`config.mk`:
```
export PLATFORM = sky130hd
export DESIGN_NAME = sd_spi_responder
export DESIGN_NICKNAME = d
export VERILOG_FILES = /design/src/rtl/sd_spi_responder.sv
export SDC_FILE = /design/constraint.sdc
export NUM_CORES = 1
export LEC_CHECK = 0
export ABC_CLOCK_PERIOD_IN_PS = 2700
export CAP_MARGIN = 30
export CORE_ASPECT_RATIO = 0.7
export CORE_MARGIN = 2
export CORE_UTILIZATION = 45
export DETAILED_ROUTE_END_ITERATION = 7
export GPL_TIMING_DRIVEN = 0
export PLACE_DENSITY = 0.67
export SLEW_MARGIN = 20
export SYNTH_ARGS = -nofsm -noshare
export SYNTH_HDL_FRONTEND = slang
export SYNTH_SLANG_ARGS = --single-unit
```
`constraint.sdc`:
```
create_clock -name responder_clk_i -period 2.7 [get_ports responder_clk_i]
set_input_delay 0.27 -clock responder_clk_i [delete_from_list [all_inputs] [get_ports responder_clk_i]]
set_output_delay 0.27 -clock responder_clk_i [all_outputs]
set_load 0.01 [all_outputs]
```
`src/rtl/sd_spi_responder.sv`:
```
// SPI-mode SD card responder: decodes 48-bit command frames on an oversampled
// mode-0 link and answers with R1/R3/R7, tracking the idle->ready init state.
module sd_spi_responder #(
  parameter int          N_CR        = 1,
  parameter logic [31:0] OCR         = 32'hC0FF8000,
  parameter int          ACMD41_BUSY = 2,
  parameter bit          CRC_CHECK   = 1'b1
) (
  input  logic        responder_clk_i,
  input  logic        responder_rst_i,
  input  logic        spi_sck_i,
  input  logic        spi_cs_n_i,
  input  logic        spi_mosi_i,
  output logic        spi_miso_o,
  output logic        cmd_valid_o,
  output logic [5:0]  cmd_index_o,
  output logic [31:0] cmd_arg_o,
  output logic        crc_err_o,
  output logic        card_idle_o
);

  localparam logic [2:0] ST_HUNT  = 3'd0;
  localparam logic [2:0] ST_RECV  = 3'd1;
  localparam logic [2:0] ST_CHECK = 3'd2;
  localparam logic [2:0] ST_NCR   = 3'd3;
  localparam logic [2:0] ST_RESP  = 3'd4;

  logic [2:0]  state;
  logic [1:0]  sck_sync, cs_sync, mosi_sync;
  logic        sck_prev;
  logic        cs_act, sck_rise, sck_fall, byte_done;
  logic [2:0]  bit_cnt;
  logic [2:0]  byte_cnt;
  logic [7:0]  rx_sr, rx_byte;
  logic [5:0]  idx_r;
  logic [31:0] arg_r;
  logic [6:0]  crc_r;
  logic [39:0] tx_sr;
  logic [5:0]  tx_cnt;
  logic [7:0]  acnt;
  logic        app_flag;

  logic [7:0]  r1;
  logic [39:0] resp_next;
  logic [5:0]  resp_bits;
  logic        idle_n, app_n;
  logic [7:0]  acnt_n;

  function automatic logic [6:0] crc7_byte(input logic [6:0] c, input logic [7:0] d);
    logic [6:0] r;
    logic       fb;
    r = c;
    for (int i = 7; i >= 0; i--) begin
      fb = r[6] ^ d[i];
      r  = {r[5:0], 1'b0};
      if (fb) r = r ^ 7'h09;
    end
    return r;
  endfunction

  // Edges seen while CS_n is high (including the cycle CS_n rises) are dropped.
  assign cs_act    = ~cs_sync[1];
  assign sck_rise  = cs_act & sck_sync[1] & ~sck_prev;
  assign sck_fall  = cs_act & ~sck_sync[1] & sck_prev;
  assign byte_done = sck_rise && (bit_cnt == 3'd7);
  assign rx_byte   = {rx_sr[6:0], mosi_sync[1]};

  // Response and card-state update for the frame latched in the output registers.
  always_comb begin
    r1        = {7'b0, card_idle_o};
    resp_bits = 6'd8;
    idle_n    = card_idle_o;
    acnt_n    = acnt;
    app_n     = 1'b0;
    if (crc_err_o) begin
      r1    = {4'b0000, 1'b1, 2'b00, card_idle_o};
      app_n = app_flag;
    end else begin
      case (cmd_index_o)
        6'd0: begin
          r1     = 8'h01;
          idle_n = 1'b1;
          acnt_n = 8'd0;
        end
        6'd8:  resp_bits = 6'd40;
        6'd55: app_n = 1'b1;
        6'd41: begin
          if (!app_flag) begin
            r1 = {5'b0, 1'b1, 1'b0, card_idle_o};
          end else if (acnt < 8'(ACMD41_BUSY)) begin
            r1     = 8'h01;
            acnt_n = acnt + 8'd1;
          end else begin
            r1     = 8'h00;
            idle_n = 1'b0;
          end
        end
        6'd58: resp_bits = 6'd40;
        default: r1 = {5'b0, 1'b1, 1'b0, card_idle_o};
      endcase
    end
    if (!crc_err_o && cmd_index_o == 6'd8)
      resp_next = {r1, 8'h00, 8'h00, 4'h0, cmd_arg_o[11:8], cmd_arg_o[7:0]};
    else if (!crc_err_o && cmd_index_o == 6'd58)
      resp_next = {r1, OCR};
    else
      resp_next = {r1, 32'h0};
  end

  always_ff @(posedge responder_clk_i) begin
    if (responder_rst_i) begin
      state       <= ST_HUNT;
      sck_sync    <= 2'b00;
      cs_sync     <= 2'b11;
      mosi_sync   <= 2'b11;
      sck_prev    <= 1'b0;
      bit_cnt     <= 3'd0;
      byte_cnt    <= 3'd0;
      rx_sr       <= 8'h00;
      idx_r       <= 6'd0;
      arg_r       <= 32'h0;
      crc_r       <= 7'd0;
      tx_sr       <= 40'h0;
      tx_cnt      <= 6'd0;
      acnt        <= 8'd0;
      app_flag    <= 1'b0;
      spi_miso_o  <= 1'b1;
      cmd_valid_o <= 1'b0;
      cmd_index_o <= 6'd0;
      cmd_arg_o   <= 32'h0;
      crc_err_o   <= 1'b0;
      card_idle_o <= 1'b1;
    end else begin
      sck_sync    <= {sck_sync[0], spi_sck_i};
      cs_sync     <= {cs_sync[0], spi_cs_n_i};
      mosi_sync   <= {mosi_sync[0], spi_mosi_i};
      sck_prev    <= sck_sync[1];
      cmd_valid_o <= 1'b0;
      if (!cs_act) begin
        state      <= ST_HUNT;
        bit_cnt    <= 3'd0;
        byte_cnt   <= 3'd0;
        spi_miso_o <= 1'b1;
      end else begin
        if (sck_rise) begin
          rx_sr   <= rx_byte;
          bit_cnt <= bit_cnt + 3'd1;
        end
        case (state)
          ST_HUNT: begin
            spi_miso_o <= 1'b1;
            if (byte_done && rx_byte[7:6] == 2'b01) begin
              idx_r    <= rx_byte[5:0];
              crc_r    <= crc7_byte(7'd0, rx_byte);
              byte_cnt <= 3'd1;
              state    <= ST_RECV;
            end
          end
          ST_RECV: begin
            if (byte_done) begin
              if (byte_cnt == 3'd5) begin
                // Outputs change together with the pulse so CHECK sees this frame.
                cmd_valid_o <= 1'b1;
                cmd_index_o <= idx_r;
                cmd_arg_o   <= arg_r;
                crc_err_o   <= CRC_CHECK && (rx_byte != {crc_r, 1'b1});
                state       <= ST_CHECK;
              end else begin
                arg_r    <= {arg_r[23:0], rx_byte};
                crc_r    <= crc7_byte(crc_r, rx_byte);
                byte_cnt <= byte_cnt + 3'd1;
              end
            end
          end
          ST_CHECK: begin
            tx_sr       <= resp_next;
            tx_cnt      <= resp_bits;
            card_idle_o <= idle_n;
            acnt        <= acnt_n;
            app_flag    <= app_n;
            byte_cnt    <= 3'd0;
            state       <= ST_NCR;
          end
          ST_NCR: begin
            if (byte_done) begin
              if (byte_cnt == 3'(N_CR - 1)) state <= ST_RESP;
              else byte_cnt <= byte_cnt + 3'd1;
            end
          end
          ST_RESP: begin
            if (sck_fall) begin
              if (tx_cnt == 6'd0) begin
                spi_miso_o <= 1'b1;
                state      <= ST_HUNT;
              end else begin
                spi_miso_o <= tx_sr[39];
                tx_sr      <= {tx_sr[38:0], 1'b0};
                tx_cnt     <= tx_cnt - 6'd1;
              end
            end
          end
          default: state <= ST_HUNT;
        endcase
      end
    end
  end

endmodule

```
# Yosys cells after proc, flatten, opt, wreduce, memory -nomap -nowiden
# Cells that the tools add are included.
dict set report totals {
  ff_bits 165
  word_cells 243
  out_inout_bits 42
  in_bits 5
}
dict set report classes {
  n_eq_ne 25
  mux 121
  addsub 4
  order_cmp 1
  n_reduce_logical 30
  n_bitwise 41
}
# operator n
set op_table {}
lappend op_table {{2-to-1 mux 7 bit} 66}
lappend op_table {{2-to-1 mux 40 bit} 2}
lappend op_table {{one-hot mux 40 bit (2 select lines)} 1}
lappend op_table {{2-to-1 mux 4 bit} 17}
lappend op_table {{2-to-1 mux 32 bit} 2}
lappend op_table {{2-to-1 mux 3 bit} 12}
lappend op_table {{NOT 2 bit} 15}
lappend op_table {{inequality test 2 bit (second input constant)} 13}
lappend op_table {{2-to-1 mux 6 bit} 4}
lappend op_table {{equality test 6 bit (second input constant)} 3}
lappend op_table {{AND reduction 6 bit} 3}
lappend op_table {{2-to-1 mux 8 bit} 2}
lappend op_table {{one-hot mux 8 bit (2 select lines)} 1}
lappend op_table {{one-hot mux 3 bit (5 select lines)} 1}
lappend op_table {{XOR 1 bit} 15}
lappend op_table {{one-hot mux 7 bit (2 select lines)} 1}
lappend op_table {{logical NOT 6 bit} 2}
lappend op_table {{one-hot mux 3 bit (4 select lines)} 1}
lappend op_table {{one-hot mux 6 bit (2 select lines)} 1}
lappend op_table {{AND reduction 4 bit} 3}
lappend op_table {{equality test 3 bit (second input constant)} 3}
lappend op_table {{one-hot mux 3 bit (3 select lines)} 1}
lappend op_table {{adder 8 x 1 -> 8 bit (second input constant)} 1}
lappend op_table {{< comparator 8 x 2 -> 1 bit (second input constant)} 1}
lappend op_table {{other kinds (23)} 51}

# Depth between registers and ports, before layout
dict set report logic_depth {
  word_depth 55
  depth_mapped 10
}

# Worst setup path before layout
# OpenSTA, ideal clock, no wires.
dict set report synth_path {
  path_type {reg-to-reg}
  startpoint {reg bit_cnt[0]}
  endpoint {reg byte_cnt[2]}
  setup_ps 92
  n_path_buf 1
  required_time_ps 2608
  period_less_slack_ps 1870
  path_stages_with_launch 9
  t_arrival_ps 1779
  path_slack_ps 830
  cell_sequence {dfxtp_1 ha_1 ha_1 nor4bb_1 clkbuf_2 nand3b_1 a221oi_2 a21oi_1 nor4_1}
}
dict set report synth_between {
  elab_chain_cells 5
}
# item line_no
set synth_lines {}
lappend synth_lines {{start: declaration} 32} ;# logic [2:0] bit_cnt;
lappend synth_lines {{start signal: assignment} 147} ;# bit_cnt <= bit_cnt + 3'd1;
lappend synth_lines {{equality test 3 bit *} 65} ;# assign byte_done = sck_rise && (bit_cnt == 3'd7);
lappend synth_lines {{logical AND 1 bit *} 65}
lappend synth_lines {{logical AND 1 bit} 152} ;# if (byte_done && rx_byte[7:6] == 2'b01) begin
lappend synth_lines {{inequality test 2 bit (no line)} --}
lappend synth_lines {{AND reduction 6 bit (no line) *} --}
lappend synth_lines {{end signal: assignment} 171} ;# byte_cnt <= byte_cnt + 3'd1;
lappend synth_lines {{end signal: assignment} 187} ;# else byte_cnt <= byte_cnt + 3'd1;
lappend synth_lines {{end: declaration} 33} ;# logic [2:0] byte_cnt;
# Mark *: on every way between the ends. The rest lies on a longest branch, timed or not.
# A chain may end at the register's enable or synchronous reset.

# Worst setup path after layout
dict set report layout_path {
  startpoint {reg state[2]}
  endpoint {reg crc_err_o}
}
dict set report layout_between {
  elab_chain_cells 2
}
# item line_no
set layout_lines {}
lappend layout_lines {{start: declaration} 28} ;# logic [2:0] state;
lappend layout_lines {{start signal: assignment} 112} ;# state <= ST_HUNT;
lappend layout_lines {{start signal: assignment} 140} ;# state <= ST_HUNT;
lappend layout_lines {{start signal: assignment} 156} ;# state <= ST_RECV;
lappend layout_lines {{equality test 3 x 1 -> 1 bit} 149} ;# case (state)
lappend layout_lines {{AND reduction 4 bit (no line)} --}
lappend layout_lines {{end signal: assignment} 166} ;# crc_err_o <= CRC_CHECK && (rx_byte != {crc_r, 1'b1});
lappend layout_lines {{end: declaration} 18} ;# output logic crc_err_o,
# Every way passes these cells.

==> results.sh <==
export IMPL_status="completed"
export IMPL_dr_first_iter_drc_count=504
export IMPL_pin_count=47
export IMPL_fin_crit_ps=2451
export IMPL_p_per_area_nw_per_um2=618.5
export IMPL_pre_cts_slack_ps=275.0
export IMPL_ys_flop_type="dfxtp_1"
export IMPL_synth_top_family_by_area="simple AND/OR/NAND/NOR gates"
export IMPL_num_vias=5809
export IMPL_arrival_ps=2730
export IMPL_grt_pass1_wl_microns=26960
export IMPL_r2r_start="state[2]"
export IMPL_grt_setup_unrepaired="no"
export IMPL_share_seq_of_total_power_pct=48.8
export IMPL_nets=880
export IMPL_hold_violations=0
export IMPL_slew_violations=0
export IMPL_grt_pass1_vias=5060
export IMPL_grt_max_degree=17
export IMPL_synth_mux_area_share_pct=2.820
export IMPL_synthCells=802
export IMPL_fin_crit_sh_pct=90.78
export IMPL_fin_setup_tns_ps=0
export IMPL_hold_class="in2reg"
export IMPL_combPwrFrac_pct=1.5
export IMPL_grt_remaining_overflow=0
export IMPL_die_y_microns=106.8
export IMPL_peakVddDrop_v=0.0003944
export IMPL_htree_levels=4
export IMPL_cpMaxStageDelayCell="nor3b_2"
export IMPL_fmax_mhz=408.0
export IMPL_min_from="spi_sck_i"
export IMPL_drv_cap=0
export IMPL_setup_viol=0
export IMPL_pwr_share_clk_pct=49.7
export IMPL_async_reset_ff_share_pct=0
export IMPL_slew_headroom_pct=51.47
export IMPL_synth_fa_ha_area_share_pct=1.475
export IMPL_layout_drive_gt1_share_pct=7.159
export IMPL_critPathLaunch="state[2]"
export IMPL_worst_slew_pin_slew_ps=724.8
export IMPL_switching_share_pct=22.65
export IMPL_p_leak_uw=0.002786
export IMPL_start_util_pct=46.11
export IMPL_worstSetupEndpointType="register"
export IMPL_syn_avg_cell_area_sq_um=8.464
export IMPL_start_kind="register"
export IMPL_crit_fanout=10
export IMPL_synth_edf_count=0
export IMPL_ys_ff_latch=165
export IMPL_post_synth_xor_area_fraction_pct=4.129
export IMPL_drt_wl_total_microns=16830
export IMPL_crit_required_ps=2980
export IMPL_crit_chain="clkbuf_1 -> nor3b_2 -> nand4_1 -> clkbuf_1 -> nor3_1 -> nor3_1"
export IMPL_die_area_sq_um=16100
export IMPL_cts_tree="yes"
export IMPL_synth_nets=815
export IMPL_power_switching_uw=1133
export IMPL_clock_path_buffers=2
export IMPL_track_usage_pct=21.43
export IMPL_ctsHoldBuffers=0
export IMPL_fin_skew_ps=10.95
export IMPL_area_growth_pct=19.19
export IMPL_layout_cells_non_filler=1075
export IMPL_post_cts_buffers=0
export IMPL_yosysWarnings=0
export IMPL_via_per_inst=5.404
export IMPL_io_buffer_count=46
export IMPL_p_int_uw=3871
export IMPL_cp_slowest_stage_delay_ps=560
export IMPL_fillerInstances=1375
export IMPL_first_pass_iters=5
export IMPL_drc=0
export IMPL_power_total_uw=5004
export IMPL_clock_sinks=165
export IMPL_fp_row_count=37
export IMPL_core_area_sq_um=14720
export IMPL_antenna_found_initial=0
export IMPL_path_class="reg2reg"
export IMPL_place_hpwl_microns=11870
export IMPL_path_clk_slew_ps=70
export IMPL_synth_compound_area_share_pct=16.44
export IMPL_ant_nets=0
export IMPL_ys_seq_area_share_pct=48.66
export IMPL_numCtsBuffers=17
export IMPL_place_congestion=0.8599
export IMPL_ys_types=61
export IMPL_fin_ws_ps=249.0
export IMPL_post_cts_resized=0
export IMPL_place_inst=1043
export IMPL_diodes=0
export IMPL_post_drt_wl_per_cell_microns=15.66
export IMPL_clock_latency_ps=420
export IMPL_syn_cell_area_sq_um=6788
export IMPL_fp_dieW_microns=150.8
export IMPL_synth_simple_gate_area_share_pct=22.29
export IMPL_cts_root_buf="clkbuf_16"
[cells in the final DEF (no fill, tap or decap), types with 8 or more instances in the layout]
master           count
ha_1                 8
a22oi_1             16
clkdlybuf4s50_1     46
a21oi_1             84
buf_2               13
nor2_1              86
a211oi_1            20
nand2_1            160
a221oi_1            12
xor2_1              12
xnor2_1             20
mux2i_1             18
clkbuf_1            46
dfxtp_1            165
nor3_1              35
o21ai_0              8
inv_1                9
clkbuf_16           17
[cell families after synthesis]
group,Yosys count
buf+inv,70
xor+xnor,32
simple gates,338
mux,19
flops,165
compound gates,170
fa+ha+maj,8
[synth_stat cells (5+ instances only)]
| library cell | n | area (sq um) |
|---|---|---|
| buf_2 | 13 | 65.06 |
| a22oi_1 | 16 | 120.1 |
| a221oi_1 | 12 | 105.1 |
| dfxtp_1 | 165 | 3303 |
| o21ai_0 | 8 | 40.04 |
| inv_1 | 9 | 33.78 |
| nor3_1 | 35 | 175.2 |
| nor2_1 | 86 | 322.8 |
| a21oi_1 | 84 | 420.4 |
| o211ai_1 | 5 | 37.54 |
| clkbuf_1 | 46 | 172.7 |
| mux2i_1 | 18 | 180.2 |
| and3_1 | 5 | 31.28 |
| xnor2_1 | 20 | 175.2 |
| a211oi_1 | 20 | 150.1 |
| xor2_1 | 12 | 105.1 |
| nor2b_1 | 6 | 37.54 |
| nand4_1 | 5 | 31.28 |
| or2_2 | 5 | 31.28 |
| ha_1 | 8 | 100.1 |
| nand3_1 | 5 | 25.02 |
| nand2_1 | 160 | 600.6 |
[per-layer routing]
metal	part of all wire, %	GRT usage (%)
met1	53	34.01
met2	41	28.99
met3	5.4	4.681
met4	0.71	5.007
met5	0	0
[cell type report]
type	instances	area, sq um	area share, %
Tap cell	195	244.0	3.016
Sequential cell	165	3303	40.83
Inverter	9	33.78	0.4176
Buffer	61	250.2	3.093
Timing Repair Buffer	46	460.4	5.691
Multi-Input combinational cell	567	3201	39.56
Clock inverter	14	158.9	1.964
Clock buffer	18	439.2	5.428
[state kept, by name, indices dropped and copies added, names as in the netlist, 2 cells and up]
| signal | cells |
|---|---|
| tx_sr | 40 |
| arg_r | 32 |
| cmd_arg_o | 32 |
| acnt | 8 |
| crc_r | 7 |
| rx_sr | 7 |
| cmd_index_o | 6 |
| idx_r | 6 |
| tx_cnt | 6 |
| bit_cnt | 3 |
| byte_cnt | 3 |
| state | 3 |
| cs_sync | 2 |
| mosi_sync | 2 |
| sck_sync | 2 |
[power groups by stage]
stage	Combinational (uW)	Sequential (uW)	Clock [uW]
detailed placement	73.8	2500	0
CTS	74.4	2440	2510
floorplan	43.9	2500	0
global placement	73.8	2500	0
global route	80.9	2440	2620
finish	75.0	2440	2490
[critical path, delay by kind of cell, from the launching register on]
family | cells | cell delay, ps
buffers and inverters | 2 | 630
DFF | 1 | 350
and+or+nand+nor | 4 | 1320
[through the flow]
step | hold WS, ps | utilization (%) | instance area (sq um)
floorplan | 373.8 | - | 6788
detailed placement | 397.7 | 50.89 | 7492
global route | 397.0 | 54.96 | 8090
CTS | 392.0 | 54.96 | 8090
global placement | 390.4 | 50.89 | 7492
finish | 398.1 | 54.96 | 8090
[path summary, 6_finish.rpt]
kind / slack [ps] / end / cells after the start
setup / recovery: 250 / crc_err_o / 6
hold reg to reg: 410 / mosi_sync[1] / 1
hold / removal: 400 / sck_sync[0] / 2
setup reg to reg: 250 / crc_err_o / 6
(Power assumes the default switching activity.)
